File: src/rtl/spike_pkg.sv
// rtl/spike_pkg.sv - shared widths and parameter defaults for the spike event packer
package spike_pkg;

    localparam int TS_W               = 32;
    localparam int DROP_W             = 16;
    localparam int REFRACTORY_DEFAULT = 8;
    localparam int FIFO_DEPTH_DEFAULT = 16;
    localparam int PKT_LEN_DEFAULT    = 4;

    typedef logic [TS_W-1:0]   ts_t;
    typedef logic [DROP_W-1:0] drop_t;

endpackage

File: src/rtl/sync_fifo.sv
// rtl/sync_fifo.sv - first-word-fall-through synchronous FIFO, power-of-two depth
module sync_fifo #(
    parameter int WIDTH = 32,
    parameter int DEPTH = 16
) (
    input  logic             clk,
    input  logic             resetn,
    input  logic             push,
    input  logic [WIDTH-1:0] wdata,
    input  logic             pop,
    output logic [WIDTH-1:0] rdata,
    output logic             full,
    output logic             empty
);

    localparam int AW = $clog2(DEPTH);

    logic [WIDTH-1:0] mem [DEPTH];
    logic [AW:0]      wr_ptr;
    logic [AW:0]      rd_ptr;
    logic             do_push;
    logic             do_pop;

    // Extra pointer bit tells full from empty when the index bits coincide.
    assign empty   = (wr_ptr == rd_ptr);
    assign full    = (wr_ptr[AW] != rd_ptr[AW]) && (wr_ptr[AW-1:0] == rd_ptr[AW-1:0]);
    assign do_pop  = pop && !empty;
    assign do_push = push && (!full || do_pop);
    assign rdata   = empty ? '0 : mem[rd_ptr[AW-1:0]];

    always_ff @(posedge clk or negedge resetn) begin
        if (!resetn) begin
            wr_ptr <= '0;
            rd_ptr <= '0;
        end else begin
            if (do_push) wr_ptr <= wr_ptr + 1'b1;
            if (do_pop)  rd_ptr <= rd_ptr + 1'b1;
        end
    end

    always_ff @(posedge clk) begin
        if (do_push) mem[wr_ptr[AW-1:0]] <= wdata;
    end

endmodule

File: src/rtl/spike_event_packer.sv
// rtl/spike_event_packer.sv - timestamps detector spikes with refractory suppression,
// queues them and streams them out in fixed-length packets
module spike_event_packer
    import spike_pkg::*;
#(
    parameter int REFRACTORY = REFRACTORY_DEFAULT,
    parameter int FIFO_DEPTH = FIFO_DEPTH_DEFAULT,
    parameter int PKT_LEN    = PKT_LEN_DEFAULT
) (
    input  logic              clk,
    input  logic              resetn,
    input  logic [TS_W-1:0]   s_axis_data,
    input  logic              s_axis_valid,
    output logic              s_axis_ready,
    output logic [TS_W-1:0]   m_axis_data,
    output logic              m_axis_valid,
    input  logic              m_axis_ready,
    output logic              m_axis_last,
    output logic [DROP_W-1:0] drop_count
);

    localparam int RW = (REFRACTORY > 0) ? $clog2(REFRACTORY + 1) : 1;
    localparam int BW = (PKT_LEN > 1) ? $clog2(PKT_LEN) : 1;

    ts_t           sample_cnt;
    logic [RW-1:0] refr_cnt;
    logic [BW-1:0] beat_cnt;
    drop_t         drop_q;
    logic          ready_q;
    logic          spike;
    logic          push;
    logic          pop;
    logic          full;
    logic          empty;
    ts_t           head;
    logic          unused_data_bits;

    assign unused_data_bits = ^s_axis_data[TS_W-1:1];

    assign pop   = !empty && m_axis_ready;
    assign spike = s_axis_valid && s_axis_data[0] && (refr_cnt == '0);
    // A full FIFO still takes the event when the head leaves in the same cycle.
    assign push  = spike && (!full || pop);

    always_ff @(posedge clk or negedge resetn) begin
        if (!resetn) begin
            sample_cnt <= '0;
            refr_cnt   <= '0;
            beat_cnt   <= '0;
            drop_q     <= '0;
            ready_q    <= 1'b0;
        end else begin
            ready_q <= 1'b1;
            if (s_axis_valid) begin
                sample_cnt <= sample_cnt + 1'b1;
                if (spike)
                    refr_cnt <= RW'(REFRACTORY);
                else if (refr_cnt != '0)
                    refr_cnt <= refr_cnt - 1'b1;
            end
            if (spike && !push && (drop_q != '1))
                drop_q <= drop_q + 1'b1;
            if (pop)
                beat_cnt <= (beat_cnt == BW'(PKT_LEN - 1)) ? '0 : beat_cnt + 1'b1;
        end
    end

    sync_fifo #(
        .WIDTH (TS_W),
        .DEPTH (FIFO_DEPTH)
    ) u_fifo (
        .clk    (clk),
        .resetn (resetn),
        .push   (push),
        .wdata  (sample_cnt),
        .pop    (pop),
        .rdata  (head),
        .full   (full),
        .empty  (empty)
    );

    assign s_axis_ready = ready_q;
    assign m_axis_valid = !empty;
    assign m_axis_data  = head;
    assign m_axis_last  = !empty && (beat_cnt == BW'(PKT_LEN - 1));
    assign drop_count   = drop_q;

endmodule

File: config.mk
export PLATFORM = sky130hd
export DESIGN_NAME = spike_event_packer
export DESIGN_NICKNAME = d
export VERILOG_FILES = /design/src/rtl/spike_pkg.sv /design/src/rtl/sync_fifo.sv /design/src/rtl/spike_event_packer.sv
export SDC_FILE = /design/constraint.sdc
export NUM_CORES = 1
export LEC_CHECK = 0
export CORE_UTILIZATION = 35
export CTS_CLUSTER_DIAMETER = 120
export CTS_CLUSTER_SIZE = 30
export DETAILED_ROUTE_END_ITERATION = 6
export GPL_TIMING_DRIVEN = 0
export SETUP_SLACK_MARGIN = 0.02
export SLEW_MARGIN = 0
export SYNTH_ARGS = -nofsm -noshare
export SYNTH_HDL_FRONTEND = slang
export SYNTH_SLANG_ARGS = --single-unit
File: constraint.sdc
create_clock -name clk -period 4 [get_ports clk]
set_clock_uncertainty 0.15 [all_clocks]
set_input_delay 0.6 -clock clk [delete_from_list [all_inputs] [get_ports clk]]
set_output_delay 0.6 -clock clk [all_outputs]
set_load 0.01 [all_outputs]
# Word level (Yosys, flattened, before mapping)
# Memory sizes are Yosys's and may differ from the RTL's.
# Cells that the tools add are included.
# Widths: inputs -> output; s select.
[totals]
reg_bits = 65
n_memories = 1
elab_cells = 44
in_bits = 36
ram_bits = 512
[memory_table]
columns = ["memory", "depth", "word_bits", "read_ports", "rd_clocked_by_memory_dff", "wr", "line", "rtl"]
rows = [
  ["u_fifo.mem", 16, 32, 1, 0, 1, "sync_fifo.sv:18", "logic [WIDTH-1:0] mem [DEPTH];"],
]
[op_classes]
n_eq_ne = 5
mux = 6
reduce_logical = 19
n_addsub = 6
[ops]
columns = ["operator", "n"]
rows = [
  ["$add 32x1->32 const B", 1],
  ["$mux 32", 1],
  ["$add 16x1->16 const B", 1],
  ["$ne 16x16->1 const B", 1],
  ["$add 5x1->5 const B", 2],
  ["$logic_and 1x1->1", 10],
  ["$mux 4", 2],
  ["$eq 5x5->1", 1],
  ["$eq 4x4->1", 1],
  ["$logic_not 4->1", 1],
  ["$reduce_bool 4->1", 1],
  ["$sub 4x1->4 const B", 1],
  ["$logic_not 1->1", 3],
  ["$add 2x1->2 const B", 1],
  ["$eq 2x2->1 const B", 1],
  ["$logic_or 1x1->1", 2],
  ["$mux 1", 2],
  ["$mux 2", 1],
  ["$reduce_and 2->1", 1],
  ["$reduce_bool 2->1", 1],
  ["$ne 1x1->1", 1],
]

# Logic depth before layout (Yosys ltp)
# Gate-level depths: netlist of run 1.
[logic_depth]
ltp_word = 8
ltp_mapped = 8

# Modules after synthesis
# A second synthesis of run 1 with hierarchy kept.
[unflattened]
cells_unflattened = 1092
hier_area_um2 = 22529.1
[by_module_without_submodules]
columns = ["mod", "cells_each", "n_inst", "area_per_inst_um2"]
rows = [
  ["sync_fifo", 859, 1, 19899.1],
  ["spike_event_packer", 233, 1, 2630.0],
]

# Least setup slack after synthesis of run 1
# OpenSTA, ideal clock, no wires.
[synth_path]
kind = "in2reg"
startpoint = "in s_axis_valid"
endpoint = "mem u_fifo.mem[3][0], enable pin"
required_time_ns = 3.389
setup_ns = 0.461
t_arrival_ns = 3.777
stages = 6
path_buffers = 1
setup_slack_ns = -0.388
path_cell_list = "buf_2 > and4bb_2 > nand2_1 > a21oi_2 > nand2_1 > nor3_1"
[synth_between]
elab_chain_len = 6
[synth_lines]
columns = ["element", "line", "rtl"]
rows = [
  ["start, declared", "spike_event_packer.sv:13", "input logic s_axis_valid,"],
  ["$logic_and 1x1->1 (2 in a row)", "spike_event_packer.sv:41", "assign spike = s_axis_valid && s_axis_data[0] && (refr_cnt == '0);"],
  ["$logic_and 1x1->1", "spike_event_packer.sv:43", "assign push = spike && (!full || pop);"],
  ["$logic_and 1x1->1", "sync_fifo.sv:28", "assign do_push = push && (!full || do_pop);"],
  ["$mux 1", "sync_fifo.sv:42", "if (do_push) mem[wr_ptr[AW-1:0]] <= wdata;"],
  ["$mux 1 (not written as such)", "sync_fifo.sv:42", ""],
  ["end, declared", "sync_fifo.sv:18", ""],
]
# No other way between the ends.

# Final worst setup path of run 1
[layout_path]
startpoint = "reg u_fifo.rd_ptr[0]"
endpoint = "out m_axis_data[28]"
[layout_between]
elab_chain_len = 2
[layout_lines]
columns = ["element", "line", "rtl"]
rows = [
  ["start, declared", "sync_fifo.sv:20", "logic [AW:0] rd_ptr;"],
  ["start signal, assigned", "sync_fifo.sv:37", "if (do_pop) rd_ptr <= rd_ptr + 1'b1;"],
  ["$mem_v2 16x32 / $eq 5x5->1 (equally long branches)", "n/a", ""],
  ["$mux 32 (*)", "sync_fifo.sv:29", "assign rdata = empty ? '0 : mem[rd_ptr[AW-1:0]];"],
  ["end, declared", "spike_event_packer.sv:15", "output logic [TS_W-1:0] m_axis_data,"],
]
# Every way passes the cells marked *; elsewhere a longest branch is shown, timed or not.

==> flow_metrics.py, run 1 <==
metrics = {
    "clock_tree": {
        "cts_made_buffers": 23,
        "clock_sink_count": 577,
        "cts_root_buf": "sky130_fd_sc_hd__clkbuf_16",
        "clock_path_buffers": 3,
        "insertion_delay_to_the_later_sink_of_the_worst_skew_pair_ps": 570,
        "total_number_of_h_tree_levels": 1,
        "cts_tree": "built",
        "worst_setup_hold_path_clk_slew_ps": 110,
    },
    "timing": {
        "grt_setup_unrepaired": "no",
        "finalHoldViolations": 0,
        "tightestPinTransition_ps": 929.9,
        "holdWs_ps": 346.6,
        "setup-violations-final": 0,
        "slew_viol_final": 0,
        "finalSetupTns_ps": 0,
        "final_min_period_over_clock_period_pct": 96.35,
        "fmax_ghz": 0.2595,
        "post-route-min-period_ps": 3854,
        "slew_headroom_pct": 37.86,
    },
    "pwr": {
        "vdd_ir_drop_max_uv": 305.1,
        "p_leak_uw": 0.007582,
        "power-per-cell-area_mw_per_mm2": 579.3,
    },
    "layout": {
        "final_instance_count_excl_fillers": 2055,
        "final_net_count": 1240,
        "layout-area-overhead-vs-synth_pct": 13.67,
        "share_of_cells_above_drive_strength_1_pct": 21.42,
        "postLayoutCoreUtil_pct": 40.28,
        "antenna_cells_inserted": 0,
    },
    "grt": {
        "grt_pass1_vias": 11110,
        "grt_antenna_before_repair": 0,
        "grt_start_max_net_pins": 41,
        "grt_total_usage_pct": 15.27,
        "grt_pass1_wl_microns": 72760,
        "gr-total-overflow": 0,
    },
    "synthesis": {
        "synth-edff-count": 512,
        "yosysUniqueCellTypes": 43,
        "syn-mean-instance-area_sq_um": 20.45,
        "yosysTopAreaCell": "sky130_fd_sc_hd__edfxtp_1",
        "synthTopCellsByArea": "sky130_fd_sc_hd__edfxtp_1, sky130_fd_sc_hd__mux4_2, sky130_fd_sc_hd__dfrtp_1",
        "ys_async_sr_fraction_pct": 11.27,
        "number_of_cells_produced_by_synthesis": 1093,
        "mappedNetlistArea_sq_mm": 0.02236,
        "seq_area_frac_synth_pct": 76.05,
        "yosysWarningCount": 0,
        "synth_nets": 1139,
        "yosys_most_used_dff": "sky130_fd_sc_hd__edfxtp_1",
        "seq_cells_post_synth": 577,
        "synth_top_area_share_pct": 68.77,
    },
    "place": {
        "dpl.cell_count": 2015,
        "gp_routability_congestion": 0.7292,
        "port_buffers": 55,
        "dpl.hpwl_microns": 31260,
    },
    "routing": {
        "wl_microns": 48720,
        "detailroute.via_count": 10770,
        "postRouteAntennaNets": 0,
        "wl_per_cell_microns": 23.71,
        "drc_errors": 0,
        "drt-vias-per-instance": 5.242,
        "detail_route.iter0.violations": 997,
        "detailedRoute.firstPassIterationCount": 4,
    },
    "setup_path": {
        "critical_path.max_fanout": 10,
        "worst_ep_arrival_time_ps": 3100,
        "worstSetupStartpointType": "flip-flop",
        "required_ps": 3250,
        "sort_of_element_at_the_end_of_the_critical_path": "output pin",
        "worst-setup-path-type": "reg -> out",
    },
    "worst_hold_path": {
        "min_path_type": "in -> async",
    },
    "floorplan": {
        "core_area_sq_mm": 0.06308,
        "floorplan.initialDensity_pct": 35.44,
        "fp-row-count": 92,
        "die_area_sq_mm": 0.06489,
        "dieHeight_microns": 254.7,
        "die_width_microns": 254.7,
        "io_pins": 87,
    },
    "job": {
        "number_of_max_cap_violations": 0,
    },
    "outcome": {
        "run_status": "finished, final reports clean",
    },
}
## per-layer routing
metal / wire length [microns] / part of all wire [%] / track usage (%)
met5: 0 / 0 / 0
met4: 663 / 1.4 / 2.481
met3: 2213 / 4.5 / 2.154
met2: 24710 / 51 / 25.98
met1: 21130 / 43 / 21.18
## state kept, by name, summed over array words and instances, names as in the netlist
name	cells
refr_cnt	4
u_fifo.mem	512
u_fifo.rd_ptr	5
drop_count	16
s_axis_ready	1
sample_cnt	32
beat_cnt	2
u_fifo.wr_ptr	5
## synth_stat cells (2+ instances only)
cell and number:
sky130_fd_sc_hd__a21oi_1 33, sky130_fd_sc_hd__a22oi_1 64, sky130_fd_sc_hd__a41oi_1 2, sky130_fd_sc_hd__and2_1 4, sky130_fd_sc_hd__and3_1 13, sky130_fd_sc_hd__and4_1 5, sky130_fd_sc_hd__and4bb_2 2, sky130_fd_sc_hd__buf_1 6
sky130_fd_sc_hd__buf_2 17, sky130_fd_sc_hd__buf_4 3, sky130_fd_sc_hd__clkbuf_1 30, sky130_fd_sc_hd__dfrtp_1 65, sky130_fd_sc_hd__edfxtp_1 512, sky130_fd_sc_hd__ha_1 10, sky130_fd_sc_hd__inv_1 6, sky130_fd_sc_hd__mux2_2 6
sky130_fd_sc_hd__mux4_2 128, sky130_fd_sc_hd__nand2_1 36, sky130_fd_sc_hd__nand2b_1 4, sky130_fd_sc_hd__nand3_1 16, sky130_fd_sc_hd__nand4_1 15, sky130_fd_sc_hd__nor2_1 29, sky130_fd_sc_hd__nor2b_1 3, sky130_fd_sc_hd__nor3_1 6
sky130_fd_sc_hd__nor4_1 2, sky130_fd_sc_hd__o21ai_0 5, sky130_fd_sc_hd__o31ai_1 2, sky130_fd_sc_hd__xnor2_1 39, sky130_fd_sc_hd__xor2_1 16
## logic make-up (layout without fill, tap and decap cells)
kind of cell               after synthesis  in the layout  share of synthesized area, %
DFF                                    577            577                         76.05
and+or+nand+nor                        141            141                         3.375
muxes                                  135            135                         13.26
AOI/OAI and AO/OA                      109            109                         3.252
buffers and inverters                   64            180                         1.254
xor gates and xnor gates                56             56                         2.228
adders and majority gates               10             10                        0.5597
other                                    1              1                       0.01677
## power breakdown
| part | internal, uW | leakage, uW | total, uW | switching, uW |
|---|---|---|---|---|
| clock | 1120 | 0.000314 | 2870 | 1750 |
| combinational | 2220 | 0.00219 | 4810 | 2590 |
| sequential | 6780 | 0.00508 | 7050 | 261 |
## area by class of cell
| cell class | instances | area, sq um |
|---|---|---|
| Fill cell | 5677 | 37670 |
| Clock inverter | 1 | 30.03 |
| Tap cell | 846 | 1059 |
| Timing Repair Buffer | 78 | 1084 |
| Clock buffer | 39 | 635.6 |
| Buffer | 55 | 366.6 |
| Multi-Input combinational cell | 452 | 5210 |
| Sequential cell | 577 | 17000 |
| Inverter | 7 | 26.28 |
## critical path, stage by stage, from the launching register on
cell	delay [ps]
sky130_fd_sc_hd__dfrtp_1	350
sky130_fd_sc_hd__buf_2	230
sky130_fd_sc_hd__buf_6	230
sky130_fd_sc_hd__buf_6	230
sky130_fd_sc_hd__mux4_2	510
sky130_fd_sc_hd__a22oi_1	300
sky130_fd_sc_hd__a21oi_1	190
sky130_fd_sc_hd__clkdlybuf4s50_1	520
## metrics by stage
stage | power (uW) | setup slack [ps] | cell area, sq um
2_1_floorplan | 9859 | 466.8 | 22380
3_3_place_gp | 11870 | -1985 | 23980
5_1_grt | 15420 | 21.27 | 25410
4_1_cts | 14910 | 27.63 | 25380
6_report | 14720 | 146.1 | 25410
3_5_place_dp | 11990 | -98.93 | 24610
## layout by cell type (no fill, tap or decap), types with 3 or more instances in the layout
cell type and n:
sky130_fd_sc_hd__clkdlybuf4s50_1 54, sky130_fd_sc_hd__clkbuf_4 12, sky130_fd_sc_hd__nor2b_1 3, sky130_fd_sc_hd__and4_1 5
sky130_fd_sc_hd__ha_1 10, sky130_fd_sc_hd__nor2_1 18, sky130_fd_sc_hd__clkbuf_16 23, sky130_fd_sc_hd__nor3_4 4
sky130_fd_sc_hd__nand4_1 15, sky130_fd_sc_hd__xnor2_1 39, sky130_fd_sc_hd__and3_1 13, sky130_fd_sc_hd__clkbuf_2 15
sky130_fd_sc_hd__buf_12 8, sky130_fd_sc_hd__nand2b_1 4, sky130_fd_sc_hd__clkbuf_1 22, sky130_fd_sc_hd__buf_4 12
sky130_fd_sc_hd__mux4_2 128, sky130_fd_sc_hd__mux2_2 6, sky130_fd_sc_hd__inv_1 5, sky130_fd_sc_hd__buf_2 5
sky130_fd_sc_hd__nand2_1 36, sky130_fd_sc_hd__xor2_1 16, sky130_fd_sc_hd__o21ai_0 5, sky130_fd_sc_hd__edfxtp_1 512
sky130_fd_sc_hd__dfrtp_1 65, sky130_fd_sc_hd__buf_16 13, sky130_fd_sc_hd__nand3_1 16, sky130_fd_sc_hd__nor2_4 11
sky130_fd_sc_hd__and2_1 4, sky130_fd_sc_hd__a22oi_1 63, sky130_fd_sc_hd__buf_6 7, sky130_fd_sc_hd__a21oi_1 32
## final timing paths
| check | startpoint | to | slack [ps] | depth (start not counted) |
|---|---|---|---|---|
| worst max-delay path | u_fifo.rd_ptr[0]$_DFFE_PN0P_ | m_axis_data[28] | 150 | 7 |
| worst min-delay path | resetn | s_axis_ready$_DFF_PN0_ | 350 | 2 |
| worst max register to register | refr_cnt[0]$_DFFE_PN0P_ | u_fifo.mem[0][10]$_DFFE_PP_ | 600 | 9 |
| worst min register to register | u_fifo.rd_ptr[4]$_DFFE_PN0P_ | u_fifo.rd_ptr[4]$_DFFE_PN0P_ | 360 | 1 |
| max in group asynchronous | resetn | drop_count[11]$_DFFE_PN0P_ | 2770 | 3 |
| min in group clk | u_fifo.rd_ptr[4]$_DFFE_PN0P_ | u_fifo.rd_ptr[4]$_DFFE_PN0P_ | 360 | 1 |
## timing repair
action / CTS / global route
cloned: 0 / 0
setup endpoints to repair: 32 / 22
hold buffers: 1 / 0
gates resized for setup: 58 / 12
pin swaps: 0 / 1
setup buffers: 0 / 1
endpoints found under the hold margin: 25 / 0
Note: power is estimated with default switching activity, not from simulation.
==> run 2: changes to the inputs <==
--- a/config.mk
+++ b/config.mk
@@ -10,6 +10,7 @@
 export CTS_CLUSTER_SIZE = 30
 export DETAILED_ROUTE_END_ITERATION = 6
 export GPL_TIMING_DRIVEN = 0
+export PLACE_DENSITY_LB_ADDON = 0.25
 export SETUP_SLACK_MARGIN = 0.02
 export SLEW_MARGIN = 0
 export SYNTH_ARGS = -nofsm -noshare
==> run 2 against run 1 <==
  * Critical path depth unchanged
  * Global-route usage up 0.20 points
  * Clock power about the same
  * Register-to-register slack better by 210 ps
  * Die area unchanged
  * Sequential power hardly changed
  * Core utilization fell by 0.12 points
  * Combinational power barely moved
  * Critical path type unchanged
  * Largest cell class unchanged
  * First-iteration DRC count fell by 7.3%
  * Cell area fell by 0.29%
  * Worst setup slack better by 6.1 ps
  * Flip-flop and latch count stayed put
==> flow_metrics.py, run 2 (synthesis results as in run 1) <==
metrics = {
    "clock_tree": {
        "total_number_of_h_tree_levels": 1,
        "clock_path_buffers": 3,
        "worst_setup_hold_path_clk_slew_ps": 110,
        "clock_sink_count": 577,
        "cts_made_buffers": 23,
        "insertion_delay_to_the_later_sink_of_the_worst_skew_pair_ps": 580,
        "cts_tree": "built",
        "cts_root_buf": "sky130_fd_sc_hd__clkbuf_16",
    },
    "setup_path": {
        "worstSetupStartpointType": "flip-flop",
        "cpPeakStageDelay_ps": 540,
        "worst_setup_path_startpoint": "u_fifo.rd_ptr[0]$_DFFE_PN0P_",
        "sort_of_element_at_the_end_of_the_critical_path": "output pin",
        "worst-setup-path-type": "reg -> out",
        "required_ps": 3250,
        "reg2reg_slack_ps": 810,
        "critical_path.reg2reg.endpoint": "u_fifo.mem[8][14]$_DFFE_PP_",
        "worst_ep_arrival_time_ps": 3100,
        "reg2reg_depth": 8,
        "critical_path.cell_chain": "buf_2 > buf_6 > buf_4 > mux4_2 > a22oi_1 > a21oi_1 > clkdlybuf4s50_1",
        "path_buf_inv": 4,
        "critical_path.max_fanout": 10,
        "r2r_start": "refr_cnt[0]$_DFFE_PN0P_",
        "critical-path-slowest-cell": "sky130_fd_sc_hd__mux4_2",
        "cpLargestDelayFamily": "buffers and inverters",
    },
    "place": {
        "gp_routability_congestion": 0.7222,
        "place_worst_setup_slack_ps": -169.1,
        "placement.cell_area_sq_mm": 0.02454,
        "port_buffers": 55,
        "dpl.hpwl_microns": 31850,
    },
    "floorplan": {
        "floorplan.initialDensity_pct": 35.44,
        "fp-row-count": 92,
        "core_area_sq_mm": 0.06308,
        "dieHeight_microns": 254.7,
        "die_width_microns": 254.7,
        "io_pins": 87,
        "die_area_sq_mm": 0.06489,
    },
    "routing": {
        "detailroute.via_count": 10640,
        "wl_microns": 49100,
        "drc_errors": 0,
        "postRouteAntennaNets": 0,
        "detail_route.iter0.violations": 924,
        "drt-vias-per-instance": 5.173,
        "wl_per_cell_microns": 23.87,
        "detailedRoute.firstPassIterationCount": 5,
    },
    "outcome": {
        "run_status": "finished, final reports clean",
    },
    "layout": {
        "final_net_count": 1241,
        "post-route-cell-area_sq_mm": 0.02534,
        "antenna_cells_inserted": 0,
        "number_of_flip_flops_in_the_largest_register": 512,
        "share_of_cells_above_drive_strength_1_pct": 21.30,
        "mostFrequentLayoutCell": "sky130_fd_sc_hd__edfxtp_1",
        "postLayoutCoreUtil_pct": 40.17,
        "layout-area-overhead-vs-synth_pct": 13.34,
        "most-common-layout-cells": "sky130_fd_sc_hd__edfxtp_1, sky130_fd_sc_hd__mux4_2, sky130_fd_sc_hd__dfrtp_1",
    },
    "pwr": {
        "p_leak_uw": 0.007554,
        "vdd_ir_drop_max_uv": 362.3,
        "power-per-cell-area_mw_per_mm2": 581.8,
        "report.power.total_uw": 14740,
    },
    "timing": {
        "setup-violations-final": 0,
        "grt_setup_unrepaired": "yes",
        "fmax_ghz": 0.2599,
        "slew_headroom_pct": 48.28,
        "post-route-min-period_ps": 3848,
        "slew_viol_final": 0,
        "final_min_period_over_clock_period_pct": 96.19,
        "finalSetupTns_ps": 0,
        "finalHoldViolations": 0,
        "finalWorstSetupSlack_ps": 152.2,
        "tightestPinTransition_ps": 773.3,
    },
    "grt": {
        "grt_antenna_before_repair": 0,
        "gr-total-overflow": 0,
        "grt_pass1_wl_microns": 73340,
        "grt_total_usage_pct": 15.47,
        "grt_start_max_net_pins": 61,
        "grt_pass1_vias": 11020,
    },
    "job": {
        "number_of_max_cap_violations": 0,
    },
    "worst_hold_path": {
        "min_path_type": "in -> async",
    },
}
[run 2: stage by stage]
step                instances  hold slack [ps]
floorplan                1093            154.4
global placement         1994            331.2
detailed placement       2015            281.7
CTS                      2056            193.6
global route             2057            210.9
finish                   2057            212.3
[run 2: final cells by class]
| class | instances | area [sq um] |
|---|---|---|
| Multi-Input combinational cell | 452 | 5210 |
| Timing Repair Buffer | 78 | 1016 |
| Fill cell | 5699 | 37740 |
| Sequential cell | 577 | 17000 |
| Clock inverter | 1 | 30.03 |
| Tap cell | 846 | 1059 |
| Buffer | 56 | 356.6 |
| Clock buffer | 40 | 639.4 |
| Inverter | 7 | 26.28 |
[run 2: where the power goes]
part           internal, uW  switching [uW]
Combinational          2210            2570
Clock                  1120            1780
Sequential             6780             270
[run 2: worst max-delay path by stage]
stage                                        to  slack (ps)  depth (start not counted)
CTS                              m_axis_data[6]          30                          7
finish                           m_axis_data[7]         150                          7
global route                    m_axis_data[23]          20                          7
floorplan            u_fifo.mem[7][0]$_DFFE_PP_         470                          6
detailed placement              m_axis_data[31]        -170                          7
global placement    u_fifo.mem[8][15]$_DFFE_PP_       -1970                          7
[run 2: layer usage]
metal	share of wire, %	GRT usage, %	vias up
met5	0	0	-
li1	-	-	4650
met4	1.4	2.327	0
met2	49	25.40	208
met1	46	22.65	5751
met3	4.1	1.735	32
[run 2: worst register-to-register path: stages (launching register included)]
cell and delay (ps):
sky130_fd_sc_hd__dfrtp_1 420, sky130_fd_sc_hd__inv_1 120, sky130_fd_sc_hd__ha_1 220, sky130_fd_sc_hd__and4bb_2 250, sky130_fd_sc_hd__nand2_1 130, sky130_fd_sc_hd__a21oi_2 340
sky130_fd_sc_hd__nand2_1 340, sky130_fd_sc_hd__nor2_4 650, sky130_fd_sc_hd__buf_12 270
[run 2: what timing repair did]
action	4_1_cts	5_1_grt
endpoints found under the setup margin	32	27
gates resized for setup	53	14
pin swaps	0	1
setup buffers	0	1
hold buffers	1	0
hold endpoints to repair	65	0
